[src/rtl/uart_tx_sched_if.sv]
// uart_tx_sched_if: requester handshakes plus the transmitter data/start/busy link.
// master: the scheduler (drives req_ready, tx_data, tx_start; samples the rest).
// slave: the environment (requesters and the UART transmitter).
interface uart_tx_sched_if #(
  parameter int NUM_REQ = 4
);
  logic [NUM_REQ-1:0]   req_valid;
  logic [8*NUM_REQ-1:0] req_data;
  logic [NUM_REQ-1:0]   req_ready;
  logic [7:0]           tx_data;
  logic                 tx_start;
  logic                 tx_busy;

  modport master (
    input  req_valid, req_data, tx_busy,
    output req_ready, tx_data, tx_start
  );

  modport slave (
    output req_valid, req_data, tx_busy,
    input  req_ready, tx_data, tx_start
  );
endinterface

[src/rtl/uart_tx_sched.sv]
// uart_tx_sched: round-robin arbiter sharing one UART transmitter among NUM_REQ byte sources.
// Latency: tx_start/req_ready one cycle after a valid request is sampled in IDLE.
// Backpressure: one byte per frame; requesters hold valid/data until their req_ready pulse,
// the next grant waits for frame end (or busy timeout) plus GAP_TICKS baud ticks.
// Ports: clk/rst_n; bus (requesters + transmitter link); tx_clk_en baud tick;
// grant_id, sched_busy, frame_done, timeout_err status outputs.
module uart_tx_sched #(
  parameter int NUM_REQ      = 4,
  parameter int GAP_TICKS    = 16,
  parameter int BUSY_TIMEOUT = 64
) (
  input  logic                       clk,
  input  logic                       rst_n,
  uart_tx_sched_if.master            bus,
  input  logic                       tx_clk_en,
  output logic [$clog2(NUM_REQ)-1:0] grant_id,
  output logic                       sched_busy,
  output logic                       frame_done,
  output logic                       timeout_err
);
  localparam int IW = $clog2(NUM_REQ);
  localparam int TW = $clog2(BUSY_TIMEOUT + 1);
  // A zero gap still needs a 1-bit counter to keep the datapath legal.
  localparam int GW = (GAP_TICKS > 0) ? $clog2(GAP_TICKS + 1) : 1;

  localparam logic [TW-1:0] TO_LAST  = TW'(BUSY_TIMEOUT - 1);
  localparam logic [GW-1:0] GAP_END  = GW'(GAP_TICKS);
  localparam logic [GW-1:0] GAP_LAST = (GAP_TICKS > 0) ? GW'(GAP_TICKS - 1) : '0;

  typedef enum logic [2:0] {IDLE, LAUNCH, WAIT_BUSY, WAIT_DONE, GAP} state_t;

  state_t        state, state_nxt;
  logic [IW-1:0] last_grant, last_nxt, grant_nxt;
  logic [7:0]    tx_data_q, data_nxt;
  logic [TW-1:0] to_cnt, to_nxt;
  logic [GW-1:0] gap_cnt, gap_nxt;
  logic          fd_nxt, te_nxt;

  logic          win_vld;
  logic [IW-1:0] win_id;
  logic [7:0]    win_dat;
  int            idx;

  // Search upward from last_grant+1; scanning from the far end and overwriting
  // leaves the nearest set bit as the winner.
  always_comb begin
    win_vld = 1'b0;
    win_id  = '0;
    idx     = 0;
    for (int k = NUM_REQ - 1; k >= 0; k--) begin
      idx = (int'(last_grant) + 1 + k) % NUM_REQ;
      if (bus.req_valid[IW'(idx)]) begin
        win_vld = 1'b1;
        win_id  = IW'(idx);
      end
    end
  end

  always_comb begin
    win_dat = '0;
    for (int k = 0; k < NUM_REQ; k++) begin
      if (win_id == IW'(k)) win_dat = bus.req_data[8*k +: 8];
    end
  end

  always_comb begin
    state_nxt = state;
    grant_nxt = grant_id;
    last_nxt  = last_grant;
    data_nxt  = tx_data_q;
    to_nxt    = to_cnt;
    gap_nxt   = gap_cnt;
    fd_nxt    = 1'b0;
    te_nxt    = 1'b0;
    case (state)
      IDLE: begin
        if (win_vld) begin
          state_nxt = LAUNCH;
          grant_nxt = win_id;
          last_nxt  = win_id;
          data_nxt  = win_dat;
        end
      end
      LAUNCH: begin
        // A busy rise during the strobe cycle is deliberately not looked at.
        to_nxt    = '0;
        state_nxt = WAIT_BUSY;
      end
      WAIT_BUSY: begin
        if (bus.tx_busy) begin
          state_nxt = WAIT_DONE;
        end else if (to_cnt == TO_LAST) begin
          te_nxt    = 1'b1;
          gap_nxt   = '0;
          state_nxt = GAP;
        end else begin
          to_nxt = to_cnt + 1'b1;
        end
      end
      WAIT_DONE: begin
        if (!bus.tx_busy) begin
          fd_nxt    = 1'b1;
          gap_nxt   = '0;
          state_nxt = GAP;
        end
      end
      GAP: begin
        // Leave on the tick that completes the gap; a zero gap exits at once.
        if (gap_cnt == GAP_END) begin
          state_nxt = IDLE;
        end else if (tx_clk_en) begin
          gap_nxt = gap_cnt + 1'b1;
          if (gap_cnt == GAP_LAST) state_nxt = IDLE;
        end
      end
      default: state_nxt = IDLE;
    endcase
  end

  always_ff @(posedge clk or negedge rst_n) begin
    if (!rst_n) begin
      state       <= IDLE;
      grant_id    <= '0;
      last_grant  <= IW'(NUM_REQ - 1);
      tx_data_q   <= '0;
      to_cnt      <= '0;
      gap_cnt     <= '0;
      frame_done  <= 1'b0;
      timeout_err <= 1'b0;
    end else begin
      state       <= state_nxt;
      grant_id    <= grant_nxt;
      last_grant  <= last_nxt;
      tx_data_q   <= data_nxt;
      to_cnt      <= to_nxt;
      gap_cnt     <= gap_nxt;
      frame_done  <= fd_nxt;
      timeout_err <= te_nxt;
    end
  end

  // Strobes decode straight from the state register so reset clears them at once.
  assign bus.tx_start  = (state == LAUNCH);
  assign bus.req_ready = (state == LAUNCH) ? (NUM_REQ'(1) << grant_id) : '0;
  assign bus.tx_data   = tx_data_q;
  assign sched_busy    = (state != IDLE);
endmodule

[src/flat_wrapper.sv]
// flat-port wrapper written by rule: the top's interface ports become plain ports
module uart_tx_sched_flat 
#(
  parameter int NUM_REQ      = 4,
  parameter int GAP_TICKS    = 16,
  parameter int BUSY_TIMEOUT = 64
)
  (clk, rst_n, tx_clk_en, grant_id, sched_busy, frame_done, timeout_err, bus_req_valid, bus_req_data, bus_tx_busy, bus_req_ready, bus_tx_data, bus_tx_start);
  uart_tx_sched_if #(.NUM_REQ(NUM_REQ)) bus_i ();
  input  logic clk;
  input  logic rst_n;
  input  logic tx_clk_en;
  output logic [$clog2(NUM_REQ)-1:0] grant_id;
  output logic sched_busy;
  output logic frame_done;
  output logic timeout_err;
  input wire logic [$bits(bus_i.req_valid)-1:0] bus_req_valid;
  input wire logic [$bits(bus_i.req_data)-1:0] bus_req_data;
  input wire logic [$bits(bus_i.tx_busy)-1:0] bus_tx_busy;
  output wire logic [$bits(bus_i.req_ready)-1:0] bus_req_ready;
  output wire logic [$bits(bus_i.tx_data)-1:0] bus_tx_data;
  output wire logic [$bits(bus_i.tx_start)-1:0] bus_tx_start;
  assign bus_i.req_valid = bus_req_valid;
  assign bus_i.req_data = bus_req_data;
  assign bus_i.tx_busy = bus_tx_busy;
  assign bus_req_ready = bus_i.req_ready;
  assign bus_tx_data = bus_i.tx_data;
  assign bus_tx_start = bus_i.tx_start;
  uart_tx_sched #(.NUM_REQ(NUM_REQ), .GAP_TICKS(GAP_TICKS), .BUSY_TIMEOUT(BUSY_TIMEOUT)) u_core (.clk(clk), .rst_n(rst_n), .bus(bus_i), .tx_clk_en(tx_clk_en), .grant_id(grant_id), .sched_busy(sched_busy), .frame_done(frame_done), .timeout_err(timeout_err));
endmodule
[config.mk]
export PLATFORM = sky130hd
export DESIGN_NAME = uart_tx_sched_flat
export DESIGN_NICKNAME = d
export VERILOG_FILES = /design/src/rtl/uart_tx_sched_if.sv /design/src/rtl/uart_tx_sched.sv /design/src/flat_wrapper.sv
export SDC_FILE = /design/constraint.sdc
export NUM_CORES = 1
export LEC_CHECK = 0
export BUFFER_PORTS_ARGS = -buffer_cell sky130_fd_sc_hd__clkbuf_2
export CORE_ASPECT_RATIO = 1.1
export CORE_MARGIN = 2
export CORE_UTILIZATION = 45
export DETAILED_ROUTE_END_ITERATION = 10
export PLACE_DENSITY = 0.81
export SLEW_MARGIN = 5
export SYNTH_ARGS = -nofsm -noshare
export SYNTH_HDL_FRONTEND = slang
export SYNTH_SLANG_ARGS = --single-unit
[constraint.sdc]
create_clock -name clk -period 5.14 [get_ports clk]
set_clock_uncertainty 0.05 [all_clocks]
set_input_delay 0.771 -clock clk [delete_from_list [all_inputs] [get_ports clk]]
set_output_delay 0.771 -clock clk [all_outputs]
set_load 0.01 [all_outputs]
==> results.json, run 1 <==
{
  "outcome": "finished, final reports clean",
  "worst_pin_slew_ns": 1.06,
  "path_clk_slew_ns": 0.06,
  "relSlewSlack_pct": 29.3,
  "clock-root-buffer": "clkbuf_8",
  "synth_area_per_cell_um2": 9.53,
  "netlist.top_cell.by_area": "dfrtp_1",
  "numClockSinks": 29,
  "hold_class": "reg2reg",
  "fmax_mhz": 398,
  "dpl.hpwl_mm": 2.77,
  "htree_levels": 2,
  "synth-seq-cells": 29,
  "grt_max_degree": 30,
  "nets": 276,
  "grt_pass1_wl_mm": 6.13,
  "ir_drop_uv": 231,
  "synth.distinct_cells": 43,
  "syn-num-nets": 220,
  "die_y_um": 68.0,
  "dieArea_um2": 4230,
  "cts_buffers": 5,
  "fin_area_um2": 2050,
  "post_cts.repair.setup_buffers": 0,
  "crit_required_ns": 4.32,
  "worstSetupEndpointType": "output port",
  "drc": 0,
  "critPathLaunchType": "flop",
  "max_cap_violations": 0,
  "placed_area_um2": 1970,
  "die_w_um": 62.2,
  "firstDrtPassIters": 4,
  "insertion_delay_ns": 0.28,
  "wire_per_inst_um": 13.3,
  "fin_tns_setup_ns": 0,
  "start_util_pct": 46.6,
  "drt-initial-drc-count": 58,
  "p_leak_nw": 1.04,
  "post_drt_via_cell_ratio": 5.34,
  "drv_slew": 0,
  "setup_violations": 0,
  "core_um2": 3600,
  "cts-resized-gates": 0,
  "syn_inst": 176,
  "rsz0062_at_grt": "no",
  "place_congestion": 0.790,
  "crit_fanout": 10,
  "detail-route-antenna-nets": 0,
  "syn_area_um2": 1680,
  "timing.final.crit_period_ns": 2.51,
  "rows": 23,
  "synth_warnings": 0,
  "holdBufCountCts": 0,
  "cts_tree": "yes",
  "antenna_found_initial": 0,
  "finalHoldViolations": 0,
  "worstPathArrival_ns": 1.69,
  "num_io_pins": 58,
  "power.density_nw_per_um2": 493,
  "critical_path_class": "reg2out",
  "drive_above_1_share_pct": 29.2,
  "synth.top_cell.area_share_pct": 40.3,
  "syn2layout_area_growth_pct": 22.2,
  "grt_usage_pct": 18.8,
  "synth.area.top_cells": "dfrtp_1 40%, mux2i_1 9.6%, nand2_1 5.8%",
  "port_buffers": 57,
  "fin_crit_sh_pct": 48.9,
  "vias": 1510,
  "clk_path_buf_depth": 2,
  "diodes": 0,
  "yosysSeqAreaShare_pct": 43.4,
  "wl_mm": 3.75,
  "gr-total-overflow": 0,
  "grt_pass1_vias": 1370
}
-- worst max-delay path: stages (launching register included) --
cell      delay (ns)
dfrtp_1         0.49
nor2b_1         0.25
nand2b_1        0.18
inv_1           0.19
and3_1          0.17
clkbuf_2        0.12
-- report_power, final --
group          switching (mW)  leakage (nW)  internal (mW)  total, mW
clock                  0.0804        0.0395         0.0959      0.176
combinational           0.245         0.629          0.201      0.446
sequential             0.0796         0.374          0.308      0.387
total                   0.405          1.04          0.605       1.01
-- cell families (layout without fill, tap and decap cells) --
kind of cell | after synthesis | after routing | synth area share [%]
AO/OA/AOI/OAI | 36 | 36 | 16.0
XOR/XNOR | 4 | 4 | 2.09
adder cells (fa/ha/maj) | 4 | 4 | 2.99
buffers and inverters | 15 | 72 | 4.85
flip-flops | 29 | 29 | 43.4
multiplexers | 16 | 16 | 9.55
AND/OR/NAND/NOR | 72 | 72 | 21.0
-- cell type report --
cell class              count  area (um^2)
clock buffers               8         80.1
flip-flops and latches     29          728
fillers                   351         1550
repair buffers             57          285
inverters                   7         26.3
multi-input cells         132          867
well taps                  50         62.6
-- path summary, 6_finish.rpt --
check | start | end | slack (ns) | cells past startpoint
min in group asynchronous | rst_n | u_core.gap_cnt[0] | 0.49 | 1
worst max-delay path | u_core.state[0] | bus_req_ready[3] | 2.63 | 5
max in group asynchronous | rst_n | u_core.bus.tx_data[4] | 4.09 | 1
worst max register to register | u_core.last_grant[1] | u_core.bus.tx_data[7] | 2.84 | 5
worst min register to register | u_core.bus.tx_data[3] | u_core.bus.tx_data[3] | 0.44 | 2
worst min-delay path | u_core.bus.tx_data[3] | u_core.bus.tx_data[3] | 0.44 | 2
-- sequential cells by signal, summed over array words and instances (netlist names) --
| register | count |
|---|---|
| u_core.timeout_err | 1 |
| u_core.frame_done | 1 |
| u_core.last_grant | 2 |
| u_core.gap_cnt | 5 |
| u_core.state | 3 |
| u_core.bus.tx_data | 8 |
| u_core.to_cnt | 7 |
| u_core.grant_id | 2 |
-- cell usage after synthesis --
master	count
a21boi_0	2
a21o_1	2
a21o_4	1
a21oi_1	3
a22o_1	1
a311o_1	1
a31o_2	1
a31oi_1	2
a32o_1	1
a41o_1	1
and2_1	1
and3_1	3
and4_1	1
buf_2	2
buf_6	3
clkbuf_1	3
dfrtp_1	27
dfstp_2	2
ha_1	4
inv_1	7
mux2i_1	16
nand2_1	26
nand2b_1	6
nand3_1	3
nand4_1	2
nand4bb_1	1
nor2_1	15
nor2_2	1
nor2b_1	1
nor3_1	5
nor3b_1	1
nor4_1	2
o21a_1	2
o21ai_0	8
o221ai_1	9
o22ai_1	1
o32ai_1	1
or2_1	1
or3_1	1
or3_4	1
or4_1	1
xnor2_1	2
xor2_1	2
-- metrics by stage --
| step | setup WS, ns | total power [mW] | hold WS [ns] | cells | utilization (%) |
|---|---|---|---|---|---|
| after CTS | 2.57 | 1.03 | 0.441 | 283 | 57.0 |
| after floorplan | 3.05 | 0.718 | 0.421 | 176 | - |
| after detailed placement | 2.49 | 0.844 | 0.425 | 275 | 54.7 |
| after global placement | 2.60 | 0.822 | 0.421 | 275 | 54.7 |
| after global routing | 2.42 | 1.10 | 0.461 | 283 | 57.0 |
| final | 2.63 | 1.01 | 0.440 | 283 | 57.0 |
-- metal layers --
metal	up-vias	GRT usage, %	part of all wire [%]
met5	-	0	0
met4	0	11.7	2.1
met3	5	2.96	4.0
met2	41	33.3	51
met1	718	22.0	43
li1	746	-	-
-- cells in the final DEF, fill, tap and decap left out, types with 4 or more instances in the layout --
master,n
clkbuf_2,57
nand2b_1,6
o21ai_0,8
ha_1,4
nor2_1,15
inv_1,7
nand2_1,26
mux2i_1,16
clkbuf_8,5
o221ai_1,9
nor3_1,5
dfrtp_1,27
Power figures use the tool's default switching activity.
==> inputs of run 2 (changes only) <==
Clock period 5.14 ns to 2.57 ns, I/O delays scaled along.
==> results.json, run 2 (same netlist as run 1, synthesis figures left out) <==
{
  "critPathLaunchType": "flop",
  "crit_buf_inv": 0,
  "cts_tree": "yes",
  "diodes": 0,
  "dieArea_um2": 4230,
  "htree_levels": 2,
  "critical_path_class": "reg2reg",
  "gr-total-overflow": 0,
  "cts-resized-gates": 0,
  "finalHoldViolations": 0,
  "holdBufCountCts": 0,
  "wl_mm": 3.73,
  "num_io_pins": 58,
  "setup_violations": 0,
  "clock-root-buffer": "clkbuf_8",
  "rsz0062_at_grt": "no",
  "crit_path_start": "u_core.last_grant[1]",
  "grt_pass1_vias": 1441,
  "port_buffers": 57,
  "grt_usage_pct": 18.6,
  "layout_commonest_cell": "clkbuf_2",
  "max_cap_violations": 0,
  "path_cells": "nand2_1, o22ai_1, a311o_1, mux2i_1, o221ai_1",
  "relSlewSlack_pct": 26.4,
  "hold_class": "in2async",
  "clk_path_buf_depth": 2,
  "ir_drop_uv": 426,
  "post_drt_via_cell_ratio": 5.20,
  "nets": 276,
  "rows": 23,
  "post_cts.repair.setup_buffers": 0,
  "fmax_mhz": 432,
  "dpl.hpwl_mm": 2.73,
  "power.density_nw_per_um2": 1060,
  "drv_slew": 0,
  "grt_max_degree": 30,
  "crit_required_ns": 2.67,
  "numClockSinks": 29,
  "cpMaxStageDelayCell": "a311o_1",
  "cts_buffers": 5,
  "drive_above_1_share_pct": 30.5,
  "reg2reg_from": "u_core.last_grant[1]",
  "p_leak_nw": 1.07,
  "detail-route-antenna-nets": 0,
  "worstPathArrival_ns": 2.41,
  "grt_pass1_wl_mm": 6.18,
  "timing.final.crit_period_ns": 2.31,
  "fin_crit_sh_pct": 90.0,
  "start_util_pct": 46.6,
  "die_y_um": 68.0,
  "die_w_um": 62.2,
  "syn2layout_area_growth_pct": 25.4,
  "layout_common_cells": "57 x clkbuf_2, 27 x dfrtp_1, 26 x nand2_1",
  "antenna_found_initial": 0,
  "drt-initial-drc-count": 66,
  "outcome": "finished, final reports clean",
  "insertion_delay_ns": 0.28,
  "vias": 1472,
  "path_clk_slew_ns": 0.07,
  "crit_family": "compound AO/OA/AOI/OAI gates",
  "drc": 0,
  "worst_slack_ns": 0.257,
  "worstSetupEndpointType": "flop",
  "core_um2": 3600,
  "dp_slack_ns": 0.272,
  "firstDrtPassIters": 4,
  "max_stage_delay_ns": 0.87,
  "worst_pin_slew_ns": 1.10,
  "largest_reg_flops": 8,
  "crit_fanout": 18,
  "place_congestion": 0.819,
  "wire_per_inst_um": 13.2,
  "fin_tns_setup_ns": 0
}
run 2: routing by layer:
| layer | global-route usage, % | vias up | wire length, um | part of all wire [%] |
|---|---|---|---|---|
| met4 | 10.3 | 0 | 72 | 1.9 |
| met2 | 32.3 | 41 | 1840 | 49 |
| met5 | 0 | - | 0 | 0 |
| li1 | - | 745 | - | - |
| met3 | 3.62 | 8 | 153 | 4.1 |
| met1 | 22.1 | 678 | 1660 | 45 |
run 2: area by class of cell:
cell class              count  area, um^2
repair buffers             57         285
flip-flops and latches     29         728
well taps                  50        62.6
clock buffers               5        68.8
inverters                   7        26.3
clock inverters             3        65.1
fillers                   336        1490
multi-input cells         132         867
run 2: worst paths after layout:
| check | end | slack [ns] | cells after the start |
|---|---|---|---|
| worst max-delay path | u_core.bus.tx_data[3] | 0.26 | 5 |
| worst min-delay path | u_core.gap_cnt[4] | 0.09 | 1 |
| worst max register to register | u_core.bus.tx_data[3] | 0.26 | 5 |
| worst min register to register | u_core.bus.tx_data[1] | 0.45 | 2 |
| max in group asynchronous | u_core.bus.tx_data[0] | 1.93 | 1 |
| min in group clk | u_core.gap_cnt[0] | 0.34 | 3 |
run 2: report_power, final:
part	switching, mW	internal (mW)	total [mW]
clock network	0.182	0.385	0.567
logic	0.490	0.401	0.891
registers	0.159	0.615	0.774
run 2: metrics by stage:
step / cells / power [mW] / util, % / area [um^2] / hold slack [ns]
detailed placement: 275 / 1.68 / 54.7 / 1970 / 0.419
global placement: 275 / 1.65 / 54.7 / 1970 / 0.422
CTS: 283 / 2.25 / 58.5 / 2100 / 0.114
floorplan: 176 / 1.44 / - / 1680 / 0.0399
global route: 283 / 2.40 / 58.5 / 2100 / 0.152
finish: 283 / 2.23 / 58.5 / 2100 / 0.0853
